===== src/rtl/alu_op_arbiter_if.sv =====
// Request/grant bundle between ALU requesters and the op-select arbiter.
interface alu_op_arbiter_if #(
  parameter int unsigned N_REQ = 4
);
  localparam int unsigned ID_W = $clog2(N_REQ);

  logic [N_REQ-1:0]   req;
  logic [3*N_REQ-1:0] opcode_i;
  logic [N_REQ-1:0]   grant;
  logic [2:0]         opsel;
  logic               alu_start;
  logic               busy;
  logic               done;
  logic [ID_W-1:0]    done_id;

  // Requester side: raises requests and consumes grants/results.
  modport master (
    output req, opcode_i,
    input  grant, opsel, alu_start, busy, done, done_id
  );

  // Arbiter side.
  modport slave (
    input  req, opcode_i,
    output grant, opsel, alu_start, busy, done, done_id
  );
endinterface


===== src/rtl/alu_op_arbiter.sv =====
// Round-robin arbiter that hands one shared 8-to-1 ALU op mux to one of
// N_REQ requesters at a time and holds the selected op for LAT cycles.
module alu_op_arbiter #(
  parameter int unsigned N_REQ = 4,
  parameter int unsigned LAT   = 2
) (
  input logic             clk,
  input logic             rst_n,
  alu_op_arbiter_if.slave bus
);

  localparam int unsigned ID_W = $clog2(N_REQ);

  typedef enum logic [1:0] {
    S_IDLE = 2'd0,
    S_EXEC = 2'd1,
    S_DONE = 2'd2
  } state_t;

  state_t           state_q;
  logic [N_REQ-1:0] grant_q;
  logic [2:0]       opsel_q;
  logic             start_q;
  logic             busy_q;
  logic             done_q;
  logic [ID_W-1:0]  done_id_q;
  logic [ID_W-1:0]  rr_ptr_q;
  logic [3:0]       cnt_q;

  logic             found_d;
  logic [ID_W-1:0]  win_d;
  logic [N_REQ-1:0] onehot_d;
  logic [2:0]       op_d;
  logic [ID_W-1:0]  rr_next_d;
  int unsigned      idx;

  // Pick the first requesting index at or above rr_ptr, wrapping to 0.
  always_comb begin
    found_d  = 1'b0;
    win_d    = '0;
    idx      = 0;
    for (int unsigned k = 0; k < N_REQ; k++) begin
      idx = int'(rr_ptr_q) + k;
      if (idx >= N_REQ) idx = idx - N_REQ;
      if (!found_d && bus.req[idx]) begin
        found_d = 1'b1;
        win_d   = ID_W'(idx);
      end
    end
    onehot_d        = '0;
    onehot_d[win_d] = 1'b1;
    op_d            = bus.opcode_i[3*win_d +: 3];
    rr_next_d       = (done_id_q == ID_W'(N_REQ - 1)) ? '0 : done_id_q + ID_W'(1);
  end

  // Control FSM; all outputs are registered here.
  always_ff @(posedge clk or negedge rst_n) begin
    if (!rst_n) begin
      state_q   <= S_IDLE;
      grant_q   <= '0;
      opsel_q   <= '0;
      start_q   <= 1'b0;
      busy_q    <= 1'b0;
      done_q    <= 1'b0;
      done_id_q <= '0;
      rr_ptr_q  <= '0;
      cnt_q     <= '0;
    end else begin
      grant_q <= '0;
      start_q <= 1'b0;
      done_q  <= 1'b0;
      case (state_q)
        S_IDLE: begin
          if (found_d) begin
            state_q   <= S_EXEC;
            grant_q   <= onehot_d;
            opsel_q   <= op_d;
            start_q   <= 1'b1;
            done_id_q <= win_d;
            cnt_q     <= 4'(LAT - 1);
            busy_q    <= 1'b1;
          end
        end
        S_EXEC: begin
          if (cnt_q == '0) begin
            state_q  <= S_DONE;
            done_q   <= 1'b1;
            rr_ptr_q <= rr_next_d;
          end else begin
            cnt_q <= cnt_q - 4'd1;
          end
        end
        S_DONE: begin
          state_q <= S_IDLE;
          busy_q  <= 1'b0;
        end
        default: state_q <= S_IDLE;
      endcase
    end
  end

  assign bus.grant     = grant_q;
  assign bus.opsel     = opsel_q;
  assign bus.alu_start = start_q;
  assign bus.busy      = busy_q;
  assign bus.done      = done_q;
  assign bus.done_id   = done_id_q;

endmodule


===== src/flat_wrapper.sv =====
// flat-port wrapper written by rule: the top's interface ports become plain ports
module alu_op_arbiter_flat 
#(
  parameter int unsigned N_REQ = 4,
  parameter int unsigned LAT   = 2
)
  (clk, rst_n, bus_req, bus_opcode_i, bus_grant, bus_opsel, bus_alu_start, bus_busy, bus_done, bus_done_id);
  alu_op_arbiter_if #(.N_REQ(N_REQ)) bus_i ();
  input logic clk;
  input logic rst_n;
  input wire logic [$bits(bus_i.req)-1:0] bus_req;
  input wire logic [$bits(bus_i.opcode_i)-1:0] bus_opcode_i;
  output wire logic [$bits(bus_i.grant)-1:0] bus_grant;
  output wire logic [$bits(bus_i.opsel)-1:0] bus_opsel;
  output wire logic [$bits(bus_i.alu_start)-1:0] bus_alu_start;
  output wire logic [$bits(bus_i.busy)-1:0] bus_busy;
  output wire logic [$bits(bus_i.done)-1:0] bus_done;
  output wire logic [$bits(bus_i.done_id)-1:0] bus_done_id;
  assign bus_i.req = bus_req;
  assign bus_i.opcode_i = bus_opcode_i;
  assign bus_grant = bus_i.grant;
  assign bus_opsel = bus_i.opsel;
  assign bus_alu_start = bus_i.alu_start;
  assign bus_busy = bus_i.busy;
  assign bus_done = bus_i.done;
  assign bus_done_id = bus_i.done_id;
  alu_op_arbiter #(.N_REQ(N_REQ), .LAT(LAT)) u_core (.clk(clk), .rst_n(rst_n), .bus(bus_i));
endmodule

===== config.mk =====
export PLATFORM = sky130hd
export DESIGN_NAME = alu_op_arbiter_flat
export DESIGN_NICKNAME = d
export VERILOG_FILES = /design/src/rtl/alu_op_arbiter_if.sv /design/src/rtl/alu_op_arbiter.sv /design/src/flat_wrapper.sv
export SDC_FILE = /design/constraint.sdc
export NUM_CORES = 1
export LEC_CHECK = 0
export CORE_UTILIZATION = 45
export DETAILED_ROUTE_END_ITERATION = 16
export GPL_TIMING_DRIVEN = 0
export PLACE_DENSITY = 0.78
export RECOVER_POWER = 50
export SLEW_MARGIN = 20
export SYNTH_ARGS = -nofsm -noshare
export SYNTH_HDL_FRONTEND = slang
export SYNTH_SLANG_ARGS = --single-unit

===== constraint.sdc =====
create_clock -name clk -period 2.19 [get_ports clk]
set_input_delay 0.219 -clock clk [delete_from_list [all_inputs] [get_ports clk]]
set_output_delay 0.219 -clock clk [all_outputs]
set_load 0.02 [all_outputs]

Word level (Yosys, flattened, before mapping) --
Cells that the tools add are included. Widths: inputs -> output; s select.
Cells by class: add/sub/neg operators 9, multiply operators 1, order comparisons 10, eq/ne operators 6, shifts and indexed selects 1, muxes and demuxes 37, reductions and logical operators 16
Operators by type and width (number):
- $lt 32x3->1 const B | 4
- $mux 32 | 4
- $ge 32x3->1 const B | 3
- $sub 32x3->32 const B | 3
- $mux 4 | 4
- $mux 1 | 14
- $mux 2 | 7
- $shiftx 12x5->3 | 1
- $bmux 1 s2 | 4
- $pmux 4 s2 | 1
- $reduce_and 2->1 | 4
- $add 2x2->3 const B | 2
- $eq 2x2->1 const B | 2
- $logic_and 1x1->1 | 4
- $logic_not 4->1 | 1
- $mul 2x2->4 const A | 1
- $ne 2x1->1 const B | 2
- $pmux 2 s2 | 1
- $reduce_bool 2->1 | 2
- $sub 2x3->4 const B | 1
- $sub 4x1->4 const B | 1
- $add 2x1->3 const B | 1
- $ge 2x3->1 const B | 1
- $logic_not 1->1 | 3
- 9 further kinds | 9
Storage, ports and cells: register bits 20, input port bits 18, logic and storage cells 89

Longest topological paths before layout --
Gate-level depths: netlist (run 1).
word-level depth 20, gate-level depth with buffers 7, gate-level depth less buffers 7

Worst setup path after synthesis (run 1) --
OpenSTA, ideal clock, no wires.
kind register to register, start register u_core.rr_ptr_q[1], end register u_core.opsel_q[1] (netlist: u_core.bus.opsel[1]), library setup time 140 ps, arrival 1600 ps, data required time 2050 ps, setup slack 450 ps, cell stages (with the launch flop) 7, clock period less this slack 1740 ps, path through dfrtp_1 -> mux2i_1 -> nor2_1 -> a311o_1 -> buf_6 -> a2111oi_0 -> a211oi_1
Between the ends: longest elaborated chain between the ends 16
RTL lines:
- from (decl) | RTL line alu_op_arbiter.sv:27 | logic [ID_W-1:0] rr_ptr_q;
- from (signal assigned) | RTL line alu_op_arbiter.sv:88 | rr_ptr_q <= rr_next_d;
- branches (longest 16 deep; another with $sub 32x3->32)
- to (signal assigned) | RTL line alu_op_arbiter.sv:77 | opsel_q <= op_d;
- to (decl) | RTL line alu_op_arbiter.sv:22 | logic [2:0] opsel_q;
Several ways; the timed one is not identified. The select of a mux whose other input is x is not followed. A chain may end at the register's enable or synchronous reset.

Final worst setup path (run 1) --
Same ends and word-level chain as after synthesis.

==> results of run 1 <==
## state kept, by name (all words and copies together) (netlist names)
register / flops
u_core.bus.done: 1
u_core.bus.busy: 1
u_core.bus.grant: 4
u_core.cnt_q: 4
u_core.bus.alu_start: 1
u_core.bus.opsel: 3
u_core.state_q: 2
u_core.bus.done_id: 2
u_core.rr_ptr_q: 2
## worst reg2reg max path, cell delays in order, from the launching register on
cell	delay (ns)
dfrtp_1	0.49
mux2i_1	0.21
nor2_1	0.09
a311o_1	0.35
buf_6	0.16
a2111oi_0	0.48
a211oi_1	0.09
## final timing paths
kind | from | endpoint | slack [ns]
setup reg to reg | u_core.rr_ptr_q[1] | u_core.bus.opsel[1] | 0.21
hold reg to reg | u_core.state_q[1] | u_core.bus.busy | 0.49
min in group clk | u_core.state_q[1] | u_core.bus.busy | 0.49
hold / removal | rst_n | u_core.rr_ptr_q[0] | 0.47
max in group asynchronous | rst_n | u_core.rr_ptr_q[1] | 1.19
setup / recovery | u_core.rr_ptr_q[1] | u_core.bus.opsel[1] | 0.21
## power by group
part / total (W) / switching [W] / internal [W]
Sequential: 0.000629 / 0.000103 / 0.000526
Combinational: 0.000870 / 0.000461 / 0.000409
Clock: 0.000213 / 0.000112 / 0.000101
## logic make-up after synthesis
group	Yosys count	synth area share (%)
flops	20	52.2
mux	5	5.35
fa+ha+maj	3	3.91
xor+xnor	2	1.83
simple gates	35	17.9
buf+inv	10	5.09
compound gates	19	13.8
## through the flow
stage	hold WS [ns]	total power, W	utilization [%]
global placement	0.468	0.00150	64.8
floorplan	-0.0766	0.00120	-
detailed placement	0.476	0.00152	64.8
finish	0.468	0.00171	66.7
global route	0.541	0.00187	66.7
CTS	0.434	0.00173	66.6
## area by class of cell
class	count	area share (%)
well taps	27	2.56
flip-flops and latches	20	37.9
clock buffers	4	2.75
multi-input cells	64	31.2
plain buffers	2	1.42
inverters	8	2.27
repair buffers	29	22.0
## per-layer routing
layer / part of all wire, % / global-route usage [%] / vias up / routed length, um
li1: - / - / 399 / -
met1: 49 / 28.0 / 351 / 873
met2: 47 / 24.5 / 20 / 826
met3: 2.9 / 3.33 / 2 / 51
met4: 1.1 / 8.33 / 0 / 19
met5: 0 / 0 / - / 0
## Yosys cell counts (2+ instances only)
cell / number
dfrtp_1: 20
nor2_1: 13
inv_1: 6
nand2_1: 6
a21oi_1: 4
mux2i_1: 4
nor3_1: 4
a2111oi_0: 3
a211oi_1: 3
ha_1: 3
nand2b_1: 3
and2_1: 2
inv_2: 2
nor4_1: 2
o21ai_0: 2
o21ai_1: 2
xnor2_1: 2
## repair_timing
item	CTS	global route
gates resized for setup	0	1
hold buffers	0	0
endpoints found under the setup margin	0	1
==> impl_metrics.ini, run 1 <==
[outcome]
run_status = complete, no violations

[route]
drt_pre_antenna_iters = 4
vias = 772
initialDrtViolationCount = 15
drtAntennaViolNets = 0
avgRoutedWirePerCell_um = 11.5
route.final.wire_length_um = 1770
viasPerCell = 5.01
drc_violations = 0

[finish]
n_fill_cell = 156
antenna_cells = 0
syn2layout_area_growth_pct = 37.7
final_cells = 154
sequential_cell_area_sq_um = 500
finalInstanceArea_sq_um = 1320
number_of_nets_in_the_layout = 149
most_frequent_standard_cell_in_the_layout_excluding_fill_and_tap_cells = clkdlybuf4s50_1
multi_input_comb_area_sq_um = 412
final_layout_size_suffix_gt1_share_pct = 6.30
most-common-layout-cells = clkdlybuf4s50_1, dfrtp_1, nor2_1

[min_path]
holdCritPathClass = in -> async

[synthesis]
synth_fp_nets = 115
post_synth_edffs = 0
postSynth.topFlopCell = dfrtp_1
synth_top_cell_area_share_pct = 52.2
postSynthCellCount = 94
yosysWarningCount = 0
synth_largest_area_cell = dfrtp_1
share_of_flip_flops_with_an_asynchronous_set_or_reset_pct = 100
ys_seq_elements = 20
synth.area.top_cells = dfrtp_1, nor2_1, mux2i_1
seq_area_frac_synth_pct = 52.2
synth_cell_type_count = 30
syn_avg_cell_area_sq_um = 10.2
synth.cell_area_sq_um = 960

[setup_path]
critical_path_peak_fanout = 10
path_class = reg -> reg
worst_path_max_delay_cell = dfrtp_1
worstPathCellList = mux2i_1 > nor2_1 > a311o_1 > buf_6 > a2111oi_0 > a211oi_1
cp-start-kind = register
critical_path_buf_inv_count = 1
timing.reg2reg.worst_path_depth = 6
crit_arrival_ns = 2.16
critical-path-top-delay-family = compound AO/OA/AOI/OAI gates
type_of_destination_of_the_critical_path = register
critical_path_required_ns = 2.36
cp_num_cells = 6
delay_contributed_by_the_slowest_stage_of_the_critical_path_ns = 0.49

[timing]
clock.fmax_mhz = 504
worst_slew_margin_rel_pct = 42.1
finalWorstPathRequiredPeriod_ns = 1.98
timing.final.setup_violations = 0
pins_over_their_slew_limit = 0
timing_worst_slew_pin_value_ns = 0.866
report.final.hold_viol_count = 0
tns_ns = 0
setup_slack_ns = 0.207
final_min_period_over_clock_period_pct = 90.6
rsz_0062_raised_after_global_routing = no
final.setup_skew_ns = 0.00780

[pwr]
largest_vdd_supply_drop_mv = 0.667
pwr_density_cell_nw_per_um2 = 1300
power.static_leakage_nw = 0.612

[placement]
place.gp.congestion = 0.742
dp.final_hpwl_um = 1330
io_buffer_count = 29
dp.cells = 150
detailed_place.area_sq_um = 1280
dp_worst_slack_ns = 0.0225

[job]
cap_viol_max_count = 0

[cts]
htreeDepth = 1
tritoncts = yes
cts_inserted_buffers = 3
post_cts_buffers = 0
ctsRootBufferMaster = clkbuf_4
max-clock-path-buffers = 2
clk_pin_slew_worst_paths_ns = 0.12
clk-insertion-delay-late_ns = 0.30
numClockSinks = 20

[die]
area_of_the_die_sq_um = 2320
height_of_the_chip_um = 48.2
core-area_sq_um = 1980
std_cell_rows = 16
start_util_pct = 48.4
boundaryPins = 30
chipWidth_um = 48.2

[global_routing]
grtUsageTotal_pct = 18.3
first_pass_grt_wire_length_um = 2880
globalRoute.totalOverflow = 0
vias_in_the_first_global_route = 636
grt_antenna_before_repair = 0
grt_start_max_net_pins = 21
Power figures use the tool's default switching activity.
==> run 2: changes to the inputs <==
- SLEW_MARGIN: 20 -> 30
==> run 2 against run 1 <==
Net effect: first-iteration DRC count unchanged; setup slack better by 0.00076 ns; cell area up 0.28%; register-to-register slack about the same.
==> impl_metrics.ini, run 2 (synthesized netlist as in run 1, its figures left out) <==
[global_routing]
globalRoute.totalOverflow = 0
vias_in_the_first_global_route = 636
grt_start_max_net_pins = 21
grt_antenna_before_repair = 0
first_pass_grt_wire_length_um = 2880
grtUsageTotal_pct = 18.3

[placement]
io_buffer_count = 29
dp.cells = 150
dp_worst_slack_ns = 0.0225
dp.final_hpwl_um = 1330
place.gp.congestion = 0.742

[setup_path]
cp-start-kind = register
type_of_destination_of_the_critical_path = register
crit_arrival_ns = 2.16
worst_path_max_delay_cell = dfrtp_1
timing.reg2reg.worst_path_depth = 6
path_class = reg -> reg
critical_path_peak_fanout = 10
critical_path_required_ns = 2.36
delay_contributed_by_the_slowest_stage_of_the_critical_path_ns = 0.48
worstPathCellList = mux2i_1 > nor2_1 > a311o_1 > buf_6 > a2111oi_0 > a211oi_1
reg2reg_from = u_core.rr_ptr_q[1]
reg2reg_slack_ns = 0.21
reg2reg_to = u_core.bus.opsel[1]

[min_path]
hold_path.startpoint = u_core.state_q[1]
holdCritPathClass = reg -> reg
worstHoldEndpoint = u_core.bus.busy
worstHoldPathCells = 1

[route]
avgRoutedWirePerCell_um = 11.5
viasPerCell = 5.00
drc_violations = 0
vias = 775
drt_pre_antenna_iters = 4
route.final.wire_length_um = 1780
initialDrtViolationCount = 15
drtAntennaViolNets = 0

[die]
core-area_sq_um = 1980
area_of_the_die_sq_um = 2320
start_util_pct = 48.4
chipWidth_um = 48.2
boundaryPins = 30
height_of_the_chip_um = 48.2
std_cell_rows = 16

[timing]
timing_worst_slew_pin_value_ns = 1.05
final.setup_skew_ns = 0.00715
setup_slack_ns = 0.207
finalWorstPathRequiredPeriod_ns = 1.98
timing.final.setup_violations = 0
tns_ns = 0
pins_over_their_slew_limit = 0
final_min_period_over_clock_period_pct = 90.5
clock.fmax_mhz = 504
report.final.hold_viol_count = 0
worst_slew_margin_rel_pct = 30.0
rsz_0062_raised_after_global_routing = no

[cts]
cts_inserted_buffers = 3
numClockSinks = 20
max-clock-path-buffers = 2
clk_pin_slew_worst_paths_ns = 0.12
tritoncts = yes
clk-insertion-delay-late_ns = 0.30
htreeDepth = 1
ctsRootBufferMaster = clkbuf_4

[finish]
number_of_nets_in_the_layout = 150
n_fill_cell = 156
final_layout_size_suffix_gt1_share_pct = 6.25
antenna_cells = 0
syn2layout_area_growth_pct = 38.1
sequential_cell_area_sq_um = 500
most-common-layout-cells = clkdlybuf4s50_1, dfrtp_1, nor2_1
final_cells = 155
most_frequent_standard_cell_in_the_layout_excluding_fill_and_tap_cells = clkdlybuf4s50_1
multi_input_comb_area_sq_um = 412

[pwr]
pwr_density_cell_nw_per_um2 = 1290
relative_contribution_of_sequential_cells_to_total_power_pct = 36.7
power_w = 0.00171
power_frac_comb_pct = 50.8
p_sw_w = 0.000677
clock_power_share_pct = 12.4
power.static_leakage_nw = 0.614
p_int_w = 0.00104
power_switching_share_pct = 39.5
largest_vdd_supply_drop_mv = 0.667

[outcome]
run_status = complete, no violations

[job]
cap_viol_max_count = 0
[run 2: what timing repair did]
item	in CTS	in global routing
resized for setup	0	1
buffers inserted	0	0
hold endpoints to repair	0	20
hold buffers	0	1
endpoints found under the setup margin	0	1
[run 2: critical path, delay by kind of cell, from the launching register on]
family / cells / cell delay (ns)
AO/OA/AOI/OAI: 3 / 0.92
buffers and inverters: 1 / 0.16
flip-flops: 1 / 0.48
multiplexers: 1 / 0.21
AND/OR/NAND/NOR: 1 / 0.09
[run 2: layer usage]
metal  GRT usage (%)  vias to the layer above  part of all wire (%)
met1            28.0                      352                    50
met4            8.33                        0                   1.1
met2            24.5                       20                    46
li1                -                      401                     -
met5               0                        -                     0
met3            3.33                        2                   2.9
[run 2: how the worst max path moves through the flow]
stage                             startpoint                   to  cells past startpoint
after floorplan           u_core.rr_ptr_q[1]  u_core.bus.opsel[1]                      6
after global placement            bus_req[0]  u_core.bus.opsel[1]                      7
after detailed placement          bus_req[0]  u_core.bus.opsel[1]                      7
after CTS                 u_core.rr_ptr_q[1]  u_core.bus.opsel[1]                      6
after global routing      u_core.rr_ptr_q[1]  u_core.bus.opsel[2]                      6
final                     u_core.rr_ptr_q[1]  u_core.bus.opsel[1]                      6
[run 2: final cells by class]
cell class / instances / share of cell area, %
Multi-Input combinational cell: 64 / 31.1
Clock buffer: 4 / 2.74
Buffer: 2 / 1.42
Sequential cell: 20 / 37.8
Inverter: 8 / 2.27
Timing Repair Buffer: 30 / 22.2
Tap cell: 27 / 2.55
[run 2: power by group through the flow]
stage | registers [W] | logic, W | clock network [W]
2_1_floorplan | 0.000729 | 0.000474 | 0
3_3_place_gp | 0.000632 | 0.000867 | 0
3_5_place_dp | 0.000636 | 0.000885 | 0
4_1_cts | 0.000630 | 0.000885 | 0.000219
5_1_grt | 0.000658 | 0.000977 | 0.000237
6_report | 0.000629 | 0.000871 | 0.000213
[run 2: stage by stage]
step	cell area [sq um]	util [%]	hold WS (ns)
detailed placement	1280	64.8	0.476
finish	1330	66.9	0.493
floorplan	960	-	-0.0766
CTS	1320	66.6	0.434
global route	1330	66.9	0.541
global placement	1280	64.8	0.468
==> run 3: changes to the inputs <==
- CTS_CLUSTER_SIZE: not set -> 30
==> results of run 3 <==
Final layout, timing and power as in run 2 (identical DEF).
